**src/rtl/cr_iu_oper_dbg_acc.sv**
```systemverilog
// Debug GPR access sequencer: stalls issue, waits for EX/WB to drain, then
// reads GPR port 0 or injects a GPR write on behalf of HAD and acknowledges.
module cr_iu_oper_dbg_acc #(
  parameter int unsigned TIMEOUT = 64
) (
  input  logic        forever_cpuclk,
  input  logic        cpurst_b,
  input  logic        had_oper_req,
  input  logic        had_oper_wr,
  input  logic [4:0]  had_oper_idx,
  input  logic [31:0] had_oper_wdata,
  output logic        oper_had_ack,
  output logic        oper_had_err,
  output logic [31:0] oper_had_rdata,
  input  logic        ctrl_oper_pipe_idle,
  input  logic        wb_oper_write_en,
  output logic        oper_ctrl_pipe_stall,
  output logic        oper_gpr_rd_sel,
  output logic [4:0]  oper_gpr_rd_idx,
  input  logic [31:0] oper_rs1_gpr_data,
  output logic        oper_gpr_wr_en,
  output logic [4:0]  oper_gpr_wr_idx,
  output logic [31:0] oper_gpr_wr_data
);

  localparam int unsigned CNT_W  = 8;
  localparam int unsigned IDX_W  = 5;
  localparam int unsigned DATA_W = 32;

  typedef enum logic [2:0] {
    IDLE   = 3'd0,
    STALL  = 3'd1,
    ACCESS = 3'd2,
    ACK    = 3'd3,
    DROP   = 3'd4
  } state_e;

  state_e              state_q, state_nxt;
  logic [CNT_W-1:0]    cnt_q, cnt_nxt;
  logic                wr_q;
  logic [IDX_W-1:0]    idx_q;
  logic [DATA_W-1:0]   wdata_q;
  logic                timeout_c;
  logic                stall_nxt, rd_sel_nxt, wr_en_nxt, ack_nxt;

  // Next state, wait counter and Moore output decode of the next state
  always_comb begin
    state_nxt  = state_q;
    cnt_nxt    = cnt_q;
    timeout_c  = 1'b0;
    case (state_q)
      IDLE: begin
        cnt_nxt = '0;
        if (had_oper_req) state_nxt = STALL;
      end
      STALL: begin
        if (!had_oper_req) begin
          state_nxt = IDLE;
        end else if (ctrl_oper_pipe_idle && !wb_oper_write_en) begin
          state_nxt = ACCESS;
        end else if (cnt_q == CNT_W'(TIMEOUT - 1)) begin
          state_nxt = ACK;
          timeout_c = 1'b1;
        end else if (cnt_q != {CNT_W{1'b1}}) begin
          cnt_nxt = cnt_q + CNT_W'(1);
        end
      end
      ACCESS:  state_nxt = ACK;
      ACK:     state_nxt = DROP;
      DROP:    if (!had_oper_req) state_nxt = IDLE;
      default: state_nxt = IDLE;
    endcase

    stall_nxt  = (state_nxt != IDLE);
    rd_sel_nxt = (state_nxt == ACCESS) && !wr_q;
    wr_en_nxt  = (state_nxt == ACCESS) && wr_q && (idx_q != '0);
    ack_nxt    = (state_nxt == ACK);
  end

  // State, request latch and registered outputs
  always_ff @(posedge forever_cpuclk or negedge cpurst_b) begin
    if (!cpurst_b) begin
      state_q              <= IDLE;
      cnt_q                <= '0;
      wr_q                 <= 1'b0;
      idx_q                <= '0;
      wdata_q              <= '0;
      oper_had_ack         <= 1'b0;
      oper_had_err         <= 1'b0;
      oper_had_rdata       <= '0;
      oper_ctrl_pipe_stall <= 1'b0;
      oper_gpr_rd_sel      <= 1'b0;
      oper_gpr_wr_en       <= 1'b0;
    end else begin
      state_q              <= state_nxt;
      cnt_q                <= cnt_nxt;
      oper_had_ack         <= ack_nxt;
      oper_ctrl_pipe_stall <= stall_nxt;
      oper_gpr_rd_sel      <= rd_sel_nxt;
      oper_gpr_wr_en       <= wr_en_nxt;
      if (state_q == IDLE && had_oper_req) begin
        wr_q    <= had_oper_wr;
        idx_q   <= had_oper_idx;
        wdata_q <= had_oper_wdata;
      end
      // r0 is hardwired zero, so its read result is forced rather than sampled
      if (state_q == ACCESS) begin
        oper_had_err <= 1'b0;
        if (!wr_q) oper_had_rdata <= (idx_q == '0) ? '0 : oper_rs1_gpr_data;
      end else if (timeout_c) begin
        oper_had_err <= 1'b1;
      end
    end
  end

  assign oper_gpr_rd_idx  = idx_q;
  assign oper_gpr_wr_idx  = idx_q;
  assign oper_gpr_wr_data = wdata_q;

endmodule

```
**config.mk**
```make
export PLATFORM = sky130hd
export DESIGN_NAME = cr_iu_oper_dbg_acc
export DESIGN_NICKNAME = d
export VERILOG_FILES = /design/src/rtl/cr_iu_oper_dbg_acc.sv
export SDC_FILE = /design/constraint.sdc
export NUM_CORES = 1
export LEC_CHECK = 0
export CAP_MARGIN = 20
export CORE_MARGIN = 2
export CORE_UTILIZATION = 38
export DETAILED_ROUTE_END_ITERATION = 7
export GPL_TIMING_DRIVEN = 1
export HOLD_SLACK_MARGIN = 0.05
export PLACE_DENSITY_LB_ADDON = 0.08
export SLEW_MARGIN = 20
export SYNTH_ARGS = -nofsm -noshare
export SYNTH_HDL_FRONTEND = slang
export SYNTH_SLANG_ARGS = --single-unit
```
**constraint.sdc**
```tcl
create_clock -name forever_cpuclk -period 1.65 [get_ports forever_cpuclk]
set_input_delay 0.33 -clock forever_cpuclk [delete_from_list [all_inputs] [get_ports forever_cpuclk]]
set_output_delay 0.33 -clock forever_cpuclk [all_outputs]
set_load 0.005 [all_outputs]
```
==> Word-level counts from Yosys, hierarchy flattened <==
Index checks and enable logic that the tools add are counted.
{ "word_totals": {"reg_bits": 86, "output_inout_bits": 79, "elab_cells": 58} }
{ "op_classes": {"n_addsub": 1, "eq_ne": 12, "n_mux": 18, "n_bitwise": 1, "n_reduce_logical": 15} }
{ "ops": {"columns": ["cell", "count"], "rows": [
  ["$mux 32", 1],
  ["$mux 8", 4],
  ["$pmux 8 s2", 1],
  ["$mux 3", 5],
  ["$pmux 3 s5", 1],
  ["$eq 3x2->1 const B", 4],
  ["$add 8x1->8 const B", 1],
  ["$eq 8x6->1 const B", 1],
  ["$ne 2x2->1 const B", 4],
  ["$ne 8x8->1 const B", 1],
  ["$mux 1", 6],
  ["$logic_and 1x1->1", 5],
  ["$logic_not 5->1", 1],
  ["$reduce_and 5->1", 1],
  ["$reduce_bool 5->1", 1],
  ["$reduce_bool 2->1", 2],
  ["$eq 3x1->1 const B", 1],
  ["$eq 3x3->1 const B", 1],
  ["$logic_not 3->1", 1],
  ["$reduce_bool 3->1", 1],
  ["$logic_not 1->1", 2],
  ["$reduce_and 2->1", 1],
  ["$not 1->1", 1]
]} }

==> Logic depth before layout (Yosys ltp) <==
Gate-level depths: netlist of run 1.
{ "depth": {"depth_word": 8, "ltp_mapped": 7} }

==> Least setup slack after synthesis of run 1 <==
OpenSTA, ideal clock, no wires.
{ "synth_path": {"path_type": "flip-flop to flip-flop", "start": "register state_q[2]", "end": "register wdata_q[10] (netlist: oper_gpr_wr_data[10])", "setup_ns": 0.125, "arrival_ns": 1.557, "slack_ns": -0.032, "path_stages_with_launch": 7, "synth_period_minus_slack_ns": 1.682, "path_cell_list": "dfrtp_1 buf_6 nor3_4 and2_1 buf_6 buf_6 mux2_2"} }
{ "synth_via": {"elab_chain_cells": 2} }
{ "synth_lines": {"columns": ["item", "line_no", "source"], "rows": [
  ["start, declared", "38", "state_e state_q, state_nxt;"],
  ["start signal, assigned", "95", "state_q <= state_nxt;"],
  ["$logic_not 3->1", "101", "if (state_q == IDLE && had_oper_req) begin"],
  ["$logic_and 1x1->1", "101", null],
  ["end signal, assigned", "104", "wdata_q <= had_oper_wdata;"],
  ["end, declared", "42", "logic [DATA_W-1:0] wdata_q;"]
]} }
Every way passes these cells.
A chain may end at the register's enable or synchronous reset.

==> Final worst setup path of run 1 <==
{ "layout_path": {"start": "register idx_q[0] (netlist: oper_gpr_rd_idx[0])", "end": "output oper_gpr_rd_idx[0]"} }
{ "layout_rtl": {"columns": ["item", "line_no", "source"], "rows": [
  ["start, declared", "41", "logic [IDX_W-1:0] idx_q;"],
  ["start signal, assigned", "103", "idx_q <= had_oper_idx;"],
  ["end, declared", "19", "output logic [4:0] oper_gpr_rd_idx,"]
]} }
No word-level cell between the ends.

==> flow_summary_export.csv, run 1 <==
group,metric,value,unit
drt,via_count,2603,
yosys,async_flop_share,100,%
pwr,swShare,27.5,%
grt,grt_pass1_vias,2599,
placement,place_hpwl,6110,um
placement,dp_cells,506,
timing,finalHoldViolCount,0,
floorplanning,start_util,39.4,%
yosys,syn_area,3470,um^2
pwr,power_density,1510,nW/um^2
yosys,ys_types,32,
final_layout,drive_gt1_share,22.3,%
clock_network,cts_buffers,9,
job,drv_cap,0,
pwr,p_leak,2.32,nW
floorplanning,coreArea,8810,um^2
timing,fin_crit_sh,97.6,%
worst_setup_path,worstPathBufferInverterCount,1,
clock_network,cts.sinks,86,
drt,wl_per_cell,16.0,um
clock_network,clockRootBuffer,"clkbuf_8",
floorplanning,dieArea,9920,um^2
clock_network,cts_buffer_depth,2,
grt,antenna_found_initial,0,
pwr,p_switching,2.26,mW
yosys,syn_nets,320,
yosys,synth-edff-count,0,
placement,io_buffers,153,
timing,rsz0062_at_grt,"yes",
timing,whs,438,ps
grt,grt_use_total,17.2,%
worst_setup_path,end_kind,"output port",
grt,grt_start_max_net_pins,33,
worst_setup_path,worst_path_largest_cell_delay,520,ps
yosys,yosysWarningCount,0,
pwr,combPwrFrac,41.8,%
yosys,synth_top_area_share,62.0,%
worst_setup_path,path_cells,"clkdlybuf4s50_1",
pwr,pwr-share-seq,41.0,%
yosys,yosys-top-cells-count,"86 x dfrtp_1, 40 x mux2_2, 34 x a22o_1",
timing,fmax,0.621,GHz
timing,skew,17.3,ps
timing,drv_slew,0,
yosys,ys_top_cells_by_area,"dfrtp_1 62%, mux2_2 13%, a22o_1 8.6%, buf_6 2.9%, buf_4 1.5%",
worst_setup_path,cpLargestDelayFamily,"buffers and inverters",
yosys,synth.most_common_cell,"dfrtp_1",
timing,period_minus_slack,1610,ps
pwr,p_int,5.95,mW
timing,worst_slew_pin_slew,419,ps
worst_setup_path,required,1320,ps
yosys,synth_cells,244,
worst_setup_path,arrival,1280,ps
drt,viasPerCell,4.92,
timing,slew_headroom,72.1,%
worst_setup_path,worstPathMaxFanout,3,
worst_setup_path,slowest_stage,"clkdlybuf4s50_1",
floorplanning,rows,34,
worst_setup_path,path_class,"flop to output port",
drt,routed_wl,8470,um
drt,drt_iter0_drc,90,
status,status,"completed",
final_layout,n_antenna_cell,0,
floorplanning,die_w,99.6,um
clock_network,clk_pin_slew_worst_paths,100,ps
floorplanning,die_h,99.6,um
pwr,ir_drop,0.000653,V
clock_network,cts_tree,"done",
yosys,avgSynthCellArea,14.2,um^2
worst_setup_path,startpoint_type,"flop",
timing,setup_violations,0,
clock_network,insertion_delay,360,ps
floorplanning,io_pins,154,
yosys,synth_seq_cells,86,
placement,gp_congestion,0.836,
final_layout,finalNetCount,492,
pwr,clkPwrFrac,17.2,%
yosys,yosysTopAreaCell,"dfrtp_1",
drt,ant_nets,0,
grt,grt_pass1_wl,13300,um
final_layout,layoutNonFillerInstCount,529,
clock_network,htreeDepth,3,
final_layout,area_growth_syn_to_layout,56.6,%
grt,globalRouteOverflowTotal,0,
drt,drtPass1Iterations,4,
min_path,holdCritPathClass,"input pin to asynchronous set/reset pin",
yosys,yosys_most_used_dff,"dfrtp_1",
yosys,yosysSeqAreaShare,62.0,%
drt,drc,0,
## metal layers
layer	vias up	part of all wire, %	GRT usage (%)
li1	1213	-	-
met1	1284	44	22.1
met2	95	49	28.2
met3	11	5.0	3.58
met4	0	1.6	7.06
met5	-	0	0
## logic make-up after synthesis
group | share of synthesized area, %
mux | 13.0
xor+xnor | 1.77
fa+ha+maj | 0.360
buf+inv | 5.08
flops | 62.0
simple gates | 7.28
compound gates | 10.6
## power groups by stage
stage,Combinational [mW],Sequential [mW],Clock (mW)
after floorplan,1.18,3.46,0
after global placement,3.33,3.39,0
after detailed placement,3.36,3.44,0
after CTS,3.43,3.38,1.47
after global routing,3.67,3.48,1.56
final,3.44,3.36,1.41
## placed cells by master, fill, tap and decap left out, drive strengths merged
cell type	netlist	final
xor2	1	1
dfrtp	86	86
nand3	7	7
inv	2	4
clkdlybuf4s50	0	151
ha	1	1
nor4	1	1
nor3b	1	1
xnor2	6	6
dlymetal6s2s	0	1
nand2	2	2
or3	1	1
or2	1	1
o21ai	1	1
nand2b	3	3
clkinv	0	3
and3	1	1
mux2	40	40
a21oi	6	6
nand3b	1	1
clkinvlp	0	1
nor2b	2	2
clkbuf	0	10
o21a	2	2
and4	1	1
buf	19	27
dlygate4sd3	0	1
nor3	9	9
nor2	14	14
o21bai	1	1
a22o	34	34
and2	1	1
## area by class of cell
class / instances / area (um^2)
Timing Repair Buffer: 180 / 1800
Clock buffer: 10 / 138
Fill cell: 725 / 3370
Tap cell: 108 / 135
Clock inverter: 6 / 53.8
Sequential cell: 86 / 2150
Multi-Input combinational cell: 137 / 1150
Inverter: 2 / 7.51
## registers in the layout, indices dropped and copies added (netlist names)
name and flops:
oper_had_ack 1, oper_ctrl_pipe_stall 1, oper_had_err 1, oper_gpr_wr_data 32, cnt_q 8, oper_gpr_wr_en 1, oper_had_rdata 32, oper_gpr_rd_idx 5
wr_q 1, oper_gpr_rd_sel 1, state_q 3
## final timing paths
path / end / depth (start not counted) / start / slack (ps)
max in group asynchronous: state_q[1] / 3 / cpurst_b / 660
setup / recovery: oper_gpr_rd_idx[0] / 1 / oper_gpr_rd_idx[0] / 40
hold reg to reg: oper_gpr_rd_sel / 1 / wr_q / 500
min in group forever_cpuclk: oper_gpr_rd_sel / 1 / wr_q / 500
setup reg to reg: oper_had_rdata[27] / 5 / state_q[2] / 50
hold / removal: oper_had_rdata[31] / 2 / cpurst_b / 440
## per-stage QoR
stage               TNS, ps  area [um^2]  power [mW]  utilization (%)  setup slack, ps
finish                    0         5440        8.21             61.7             40.3
global route          -13.1         5440        8.70             61.7            -10.7
CTS                       0         5410        8.29             61.4             9.19
detailed placement    -3900         5180        6.79             58.9             -268
global placement      -3340         5180        6.71             58.9             -244
floorplan              -381         3480        4.65                -            -19.0
## timing repair
action                                  CTS  global route
endpoints found under the hold margin    28             0
gates resized for setup                   0             4
endpoints found under the setup margin    5            17
setup buffers                             3             3
hold buffers                              1             0
pin swaps                                 0             1
Note: power is estimated with default switching activity, not from simulation.
==> run 2: changes to the inputs <==
SLEW_MARGIN = 0   (was 20)
==> results of run 2 <==
No change in the layout: final DEF, timing and power equal those of run 1.
==> run 3: changes to the inputs <==
SKIP_CTS_REPAIR_TIMING = 1   (was unset)
==> run 3 against run 2 <==
Compared with the run above:
- power about the same
- largest power group unchanged
- die area stayed put
- largest cell class unchanged
- cell area about the same
- combinational power hardly changed
- clock power about the same
- flip-flop and latch count stayed put
- first-iteration DRC count decreased by 21%
- clock skew is 2.7 ps lower
- sequential power barely moved
- worst hold slack better by 2.0 ps
- wire length about the same
==> flow_summary_export.csv, run 3 (synthesis results as in run 1) <==
group,metric,value,unit
worst_setup_path,slowest_stage,"clkdlybuf4s50_1",
drt,routed_wl,8470,um
placement,gp_congestion,0.836,
placement,postPlaceCellArea,5180,um^2
pwr,power_density,1510,nW/um^2
status,status,"completed",
final_layout,final_core_util,61.8,%
final_layout,drive_gt1_share,22.3,%
grt,grt_pass1_wl,13300,um
job,drv_cap,0,
floorplanning,io_pins,154,
drt,wl_per_cell,16.0,um
timing,finalHoldViolCount,0,
final_layout,n_antenna_cell,0,
timing,drv_slew,0,
worst_setup_path,cpLargestDelayFamily,"buffers and inverters",
worst_setup_path,end_kind,"output port",
final_layout,finalNetCount,492,
grt,globalRouteOverflowTotal,0,
clock_network,insertion_delay,350,ps
pwr,p_leak,2.33,nW
clock_network,htreeDepth,3,
final_layout,final_area,5440,um^2
clock_network,cts.sinks,86,
worst_setup_path,worstPathMaxFanout,4,
timing,slew_headroom,72.9,%
timing,skew,14.5,ps
worst_setup_path,reg2reg_slack,50,ps
timing,rsz0062_at_grt,"yes",
worst_setup_path,startpoint_type,"flop",
pwr,ir_drop,0.000643,V
worst_setup_path,worstPathBufferInverterCount,1,
grt,antenna_found_initial,0,
worst_setup_path,worst_path_largest_cell_delay,530,ps
final_layout,final_common_cell,"clkdlybuf4s50_1",
timing,setup_slack,20.2,ps
final_layout,layout_common_cells,"150 x clkdlybuf4s50_1, 84 x dfrtp_1, 40 x mux2_2",
floorplanning,start_util,39.4,%
drt,drc,0,
grt,grt_use_total,17.1,%
placement,place_hpwl,6110,um
drt,via_count,2600,
timing,period_minus_slack,1630,ps
worst_setup_path,path_cells,"clkdlybuf4s50_1",
floorplanning,rows,34,
clock_network,clockRootBuffer,"clkbuf_8",
clock_network,cts_buffers,9,
floorplanning,die_h,99.6,um
grt,grt_pass1_vias,2575,
drt,drtPass1Iterations,4,
clock_network,cts_tree,"done",
timing,fmax,0.614,GHz
drt,drt_iter0_drc,71,
worst_setup_path,r2r_cells,5,
placement,place_ws,-268,ps
min_path,holdCritPathClass,"input pin to asynchronous set/reset pin",
final_layout,area_growth_syn_to_layout,56.6,%
floorplanning,die_w,99.6,um
floorplanning,coreArea,8810,um^2
worst_setup_path,arrival,1300,ps
timing,fin_crit_sh,98.8,%
worst_setup_path,r2r_start,"state_q[2]",
clock_network,clk_pin_slew_worst_paths,100,ps
timing,setup_violations,0,
grt,grt_start_max_net_pins,33,
clock_network,cts_buffer_depth,2,
drt,ant_nets,0,
worst_setup_path,path_class,"flop to output port",
worst_setup_path,required,1320,ps
floorplanning,dieArea,9920,um^2
drt,viasPerCell,4.91,
placement,io_buffers,153,
timing,worst_slew_pin_slew,404,ps
worst_setup_path,rr_endpoint,"oper_had_rdata[27]",
run 3: cell types whose count changed in the layout (fill, tap and decap cells not counted), sizes merged:
cell           before  now
clkdlybuf4s50     151  150
dlymetal6s2s        1    2
run 3: worst max-delay path by stage:
stage | from | end | depth (start not counted)
after floorplan | state_q[1] | oper_gpr_wr_data[10] | 6
after global placement | wb_oper_write_en | cnt_q[1] | 6
after detailed placement | wb_oper_write_en | cnt_q[1] | 6
after CTS | oper_gpr_rd_idx[3] | oper_gpr_rd_idx[3] | 1
after global routing | oper_gpr_rd_idx[3] | oper_gpr_wr_idx[3] | 1
final | oper_gpr_rd_idx[3] | oper_gpr_wr_idx[3] | 1
run 3: power breakdown:
part / switching (mW) / internal (mW) / leakage, nW / total (mW)
clock: 0.800 / 0.612 / 0.0950 / 1.41
sequential: 0.451 / 2.92 / 1.07 / 3.37
combinational: 1.01 / 2.42 / 1.17 / 3.43
run 3: layer usage:
| metal | vias to the layer above | wire length (um) | global-route usage [%] |
|---|---|---|---|
| met3 | 13 | 384 | 3.65 |
| met1 | 1284 | 3840 | 22.2 |
| met2 | 90 | 4080 | 27.9 |
| met4 | 0 | 166 | 7.06 |
| met5 | - | 0 | 0 |
| li1 | 1213 | - | - |
run 3: layout make-up:
| type | count | area (um^2) |
|---|---|---|
| clock inverter | 6 | 53.8 |
| inverter | 2 | 7.51 |
| timing repair buffer | 180 | 1800 |
| multi-input combinational | 137 | 1150 |
| fill | 727 | 3370 |
| tap | 108 | 135 |
| sequential | 86 | 2150 |
| clock buffer | 10 | 138 |
run 3: metrics by stage:
stage / setup TNS [ps] / hold slack, ps / power, mW / cells
after floorplan: -381 / 34.4 / 4.65 / 244
after global placement: -3340 / 296 / 6.71 / 506
after detailed placement: -3900 / 301 / 6.79 / 506
after CTS: -51.3 / -102 / 8.24 / 522
after global routing: -35.6 / 460 / 8.70 / 529
final: 0 / 440 / 8.21 / 529
